--- src/rtl/mem_ctrl_byte_pkg.sv ---
// Request encodings, interface widths and FSM states shared by the byte-serial
// memory controller and anything that talks to it.
package mem_ctrl_byte_pkg;

    localparam int RW_FLAG_WIDTH = 2;
    localparam int ADDR_WIDTH    = 32;
    localparam int DATA_WIDTH    = 32;
    localparam int MASK_WIDTH    = 4;

    typedef enum logic [1:0] {
        RW_IDLE    = 2'b00,
        RW_READ    = 2'b01,
        RW_WRITE   = 2'b10,
        RW_ILLEGAL = 2'b11
    } rw_flag_e;

    typedef enum logic [2:0] {
        MC_IDLE,
        MC_RD_ISSUE,
        MC_RD_DRAIN,
        MC_WR,
        MC_DONE
    } mc_state_e;

endpackage

--- src/rtl/mem_ctrl_byte.sv ---
// Serialises one 32-bit core request into four little-endian byte accesses on a
// byte-wide synchronous RAM, reporting busy and a one-cycle done pulse.
module mem_ctrl_byte
    import mem_ctrl_byte_pkg::*;
#(
    parameter int RAM_ADDR_WIDTH   = 17,
    parameter int RAM_READ_LATENCY = 1
) (
    input  logic                      clk,
    input  logic                      rst,
    input  logic [RW_FLAG_WIDTH-1:0]  rw_flag,
    input  logic [ADDR_WIDTH-1:0]     addr,
    input  logic [DATA_WIDTH-1:0]     write_data,
    input  logic [MASK_WIDTH-1:0]     write_mask,
    output logic [DATA_WIDTH-1:0]     read_data,
    output logic                      busy,
    output logic                      done,
    output logic [RAM_ADDR_WIDTH-1:0] ram_addr,
    output logic                      ram_we,
    output logic [7:0]                ram_din,
    input  logic [7:0]                ram_dout
);

    mc_state_e                   state, state_next;
    logic [RAM_ADDR_WIDTH-1:0]   addr_q;
    logic [DATA_WIDTH-1:0]       data_q;
    logic [MASK_WIDTH-1:0]       mask_q;
    logic [1:0]                  issue_cnt;
    logic [1:0]                  cap_cnt;
    logic [RAM_READ_LATENCY-1:0] valid_sr;
    logic                        issuing;
    logic                        capture;
    logic                        accept;
    logic                        unused_addr_high;

    // Address bits beyond the RAM are deliberately dropped.
    assign unused_addr_high = ^addr[ADDR_WIDTH-1:RAM_ADDR_WIDTH];

    assign issuing = (state == MC_RD_ISSUE) || (state == MC_WR);
    assign capture = valid_sr[RAM_READ_LATENCY-1];
    assign accept  = (state == MC_IDLE) && (state_next != MC_IDLE);
    assign busy    = (state != MC_IDLE);
    assign done    = (state == MC_DONE);

    // NOTE: every always_comb output gets a default first so no path can infer a latch.
    always_comb begin
        state_next = state;
        case (state)
            MC_IDLE: begin
                if (rw_flag == RW_READ)       state_next = MC_RD_ISSUE;
                else if (rw_flag == RW_WRITE) state_next = MC_WR;
            end
            MC_RD_ISSUE: if (issue_cnt == 2'd3)           state_next = MC_RD_DRAIN;
            MC_RD_DRAIN: if (capture && cap_cnt == 2'd3)  state_next = MC_DONE;
            MC_WR:       if (issue_cnt == 2'd3)           state_next = MC_DONE;
            MC_DONE:     state_next = MC_IDLE;
            default:     state_next = MC_IDLE;
        endcase
    end

    // RAM port is combinational from state so the RAM samples each lane at the
    // edge that ends its cycle; rst gates ram_we so an abort writes nothing more.
    always_comb begin
        ram_addr = '0;
        ram_din  = '0;
        ram_we   = 1'b0;
        if (issuing) ram_addr = addr_q + RAM_ADDR_WIDTH'(issue_cnt);
        if (state == MC_WR) begin
            ram_din = data_q[{issue_cnt, 3'b000} +: 8];
            ram_we  = mask_q[issue_cnt] & ~rst;
        end
    end

    // NOTE: sequential state uses non-blocking assignments only, so every
    // register sees the pre-edge value of every other register.
    always_ff @(posedge clk) begin
        if (rst) begin
            state     <= MC_IDLE;
            addr_q    <= '0;
            data_q    <= '0;
            mask_q    <= '0;
            issue_cnt <= '0;
            cap_cnt   <= '0;
            valid_sr  <= '0;
            read_data <= '0;
        end else begin
            state <= state_next;
            if (accept) begin
                addr_q <= addr[RAM_ADDR_WIDTH-1:0];
                data_q <= write_data;
                mask_q <= write_mask;
            end
            if (issuing) issue_cnt <= issue_cnt + 2'd1;
            // Marks which cycles carry a RAM byte, RAM_READ_LATENCY after its issue.
            valid_sr[0] <= (state == MC_RD_ISSUE);
            for (int i = 1; i < RAM_READ_LATENCY; i++) valid_sr[i] <= valid_sr[i-1];
            if (capture) begin
                read_data[{cap_cnt, 3'b000} +: 8] <= ram_dout;
                cap_cnt <= cap_cnt + 2'd1;
            end
        end
    end

endmodule

--- config.mk ---
export PLATFORM = sky130hd
export DESIGN_NAME = mem_ctrl_byte
export DESIGN_NICKNAME = d
export VERILOG_FILES = /design/src/rtl/mem_ctrl_byte_pkg.sv /design/src/rtl/mem_ctrl_byte.sv
export SDC_FILE = /design/constraint.sdc
export NUM_CORES = 1
export LEC_CHECK = 0
export BUFFER_PORTS_ARGS = -buffer_cell sky130_fd_sc_hd__buf_4
export CORE_ASPECT_RATIO = 1.1
export CORE_MARGIN = 1
export CORE_UTILIZATION = 45
export CTS_CLUSTER_SIZE = 20
export DETAILED_ROUTE_END_ITERATION = 10
export PLACE_DENSITY = 0.73
export SYNTH_ARGS = -nofsm -noshare
export SYNTH_HDL_FRONTEND = slang
export SYNTH_SLANG_ARGS = --single-unit
--- constraint.sdc ---
create_clock -name clk -period 2.25 [get_ports clk]
set_clock_uncertainty 0.2 [all_clocks]
set_input_delay 0 -clock clk [delete_from_list [all_inputs] [get_ports clk]]
set_output_delay 0 -clock clk [all_outputs]
set_load 0.1 [all_outputs]
==> run summary <==
RSZ-0062 raised after global routing = true
Reg clk slew, reported paths = 0.09 ns
diode count = 0
layout cells sized above 1 = 0.294
number of synthesized register bits = 93
drt drc = 0
Crit. End Element = output pin
worst-path fanout max = 6
Post-Route WL = 13500 µm
Max-Cap Viols = 0
final hold violation count = 0
slew at the pin closest to its max-slew limit = 0.646 ns
core area = 8540 µm²
Final GP Congestion = 0.817
pin count of the biggest net entering global routing = 63
DRT Pass-1 Iters = 5
Detail Route Antenna Nets = 0
num rows = 35
Initial Util = 0.472
initial antenna violation count = 0
chip height = 101 µm
H-tree Lvls = 3
VDD IR-drop max = 0.337 mV
Setup crit start kind = flop
post-synthesis sequential area ratio = 0.462
Critical Path RT = 2.05 ns
FILL cells = 520
total power = 3.90 mW
hold depth = 4
most frequent cells in the layout = buf_4, nand2_1, dlygate4sd3_1, dfxtp_1, a21oi_1
total die area = 9330 µm²
Vias = 4387
post-synth cell types = 39
GRT Util Overall = 0.291
Port Buffers = 124
normalized max-slew margin = 0.570
TritonCTS Sinks = 93
Post-Syn Area = 4030 µm²
Total Neg Setup Slack = 0 ns
syn_nets = 564
Root Buffer = clkbuf_8
Syn Inst Count = 475
fin crit share = 0.982
Die X = 92.2 µm
Avg Cell Area, Syn = 8.48 µm²
later-pin clock latency in the skew report = 0.35 ns
number of global-route vias before repair = 4524
Final setup violation count = 0
Max Fclk = 453 MHz
clock tree buffer depth = 2
utilization after layout = 0.783
Crit Path Category = flop to output pin
fin crit period = 2.21 ns
grt total ovfl = 0
total leakage power = 2.86 nW
HP Class = primary input to flop
Pins Over Slew Limit = 0
WP data arrival = 2.01 ns
I/O pin count = 140
wire per inst = 16.2 µm
first-pass GRT wire length = 21300 µm
area growth from synthesis to final layout = 66.0%
Nets = 801
CTS buffer count = 9
vias per inst = 5.30
status = finished, final reports clean
P per Cell Area = 583 nW/µm²
most common cell after layout, fill and taps aside = buf_4
DR iter-0 viols = 245
HPWL Detailed = 7460 µm
CTS tree = built
yosys warns = 0
worst r2r path cells = 6
-- timing repair --
item / CTS / global route
pin swaps: 5 / 10
hold buffers: 112 / 0
hold endpoints to repair: 91 / 0
setup buffers: 1 / 4
setup endpoints to repair: 11 / 59
resized for setup: 28 / 28
-- synth_stat cells --
master,count,share of area
nand2_1,120,0.11
dfxtp_1,93,0.46
a21oi_1,61,0.076
nor2_1,48,0.045
a22oi_1,32,0.060
clkbuf_1,18,0.017
and3_1,10,0.016
mux4_2,9,0.050
buf_2,8,0.0099
ha_1,8,0.025
xor2_1,8,0.017
o21ai_0,7,0.0087
or3_1,5,0.0078
and2_1,4,0.0062
inv_1,4,0.0037
nand4_1,4,0.0062
xnor2_1,4,0.0087
nand2b_1,3,0.0047
nand3_1,3,0.0037
nor3_1,3,0.0037
and4_1,2,0.0044
buf_1,2,0.0019
nor2b_1,2,0.0031
nor4b_4,2,0.012
a2111oi_0,1,0.0022
a21o_1,1,0.0019
and4b_1,1,0.0025
buf_6,1,0.0028
clkbuf_2,1,0.0012
fa_1,1,0.0050
inv_2,1,0.00093
nand3b_1,1,0.0019
nand4_2,1,0.0031
nand4_4,1,0.0053
nand4b_1,1,0.0022
nor3_2,1,0.0025
o21ai_1,1,0.0012
or2_2,1,0.0016
or4_1,1,0.0019
-- final cells by class --
type	count	area, µm²	area share
repair buffers	256	2310	0.345
multi-input cells	347	2160	0.323
clock inverters	5	41.3	0.00618
flip-flops and latches	93	1880	0.281
inverters	5	18.8	0.00281
well taps	111	139	0.0208
clock buffers	11	141	0.0211
-- state kept, by name (all words and copies together) (netlist names) --
register	cells
data_q	32
read_data	32
addr_q	17
mask_q	4
state	3
cap_cnt	2
issue_cnt	2
capture	1
-- metal layers --
layer | wire length [µm] | up-vias | global-route usage
li1 | - | 2092 | -
met1 | 5340 | 2056 | 0.327
met2 | 6810 | 195 | 0.517
met3 | 836 | 44 | 0.0706
met4 | 469 | 0 | 0.143
met5 | 0 | - | 0
-- final timing paths --
path,start,end,slack (ns)
worst max-delay path,issue_cnt[1]$_SDFFE_PP0P_,ram_addr[12],0.04
worst min-delay path,ram_dout[7],read_data[31]$_SDFFE_PP0P_,0.25
worst max register to register,state[2]$_SDFF_PP0_,data_q[10]$_SDFFE_PP0P_,0.09
worst min register to register,data_q[24]$_SDFFE_PP0P_,data_q[24]$_SDFFE_PP0P_,0.26
-- power breakdown --
group / internal [mW] / switching (mW)
Combinational: 0.457 / 0.563
Sequential: 1.75 / 0.0837
Clock: 0.443 / 0.605
-- through the flow --
step | setup slack [ns] | hold WS (ns) | cell area, µm² | cells
global route | -0.0593 | 0.264 | 6690 | 828
finish | 0.0404 | 0.254 | 6690 | 828
CTS | -0.0113 | 0.239 | 6560 | 824
global placement | 0.254 | 0.0479 | 5140 | 695
detailed placement | 0.216 | 0.0625 | 5140 | 695
floorplan | -0.280 | -0.110 | 4090 | 475
-- kinds of logic after synthesis --
group | Yosys count | synth area share
mux | 9 | 0.0503
buf+inv | 35 | 0.0373
xor+xnor | 12 | 0.0261
fa+ha+maj | 9 | 0.0298
simple gates | 214 | 0.245
flops | 93 | 0.462
compound gates | 103 | 0.149
-- worst max-delay path, stage by stage (launching register included) --
cell	delay, ns
dfxtp_2	0.37
buf_4	0.13
fa_2	0.23
nand4_4	0.13
or3_4	0.44
a21oi_4	0.15
buf_12	0.19
Note: power is estimated with default switching activity, not from simulation.
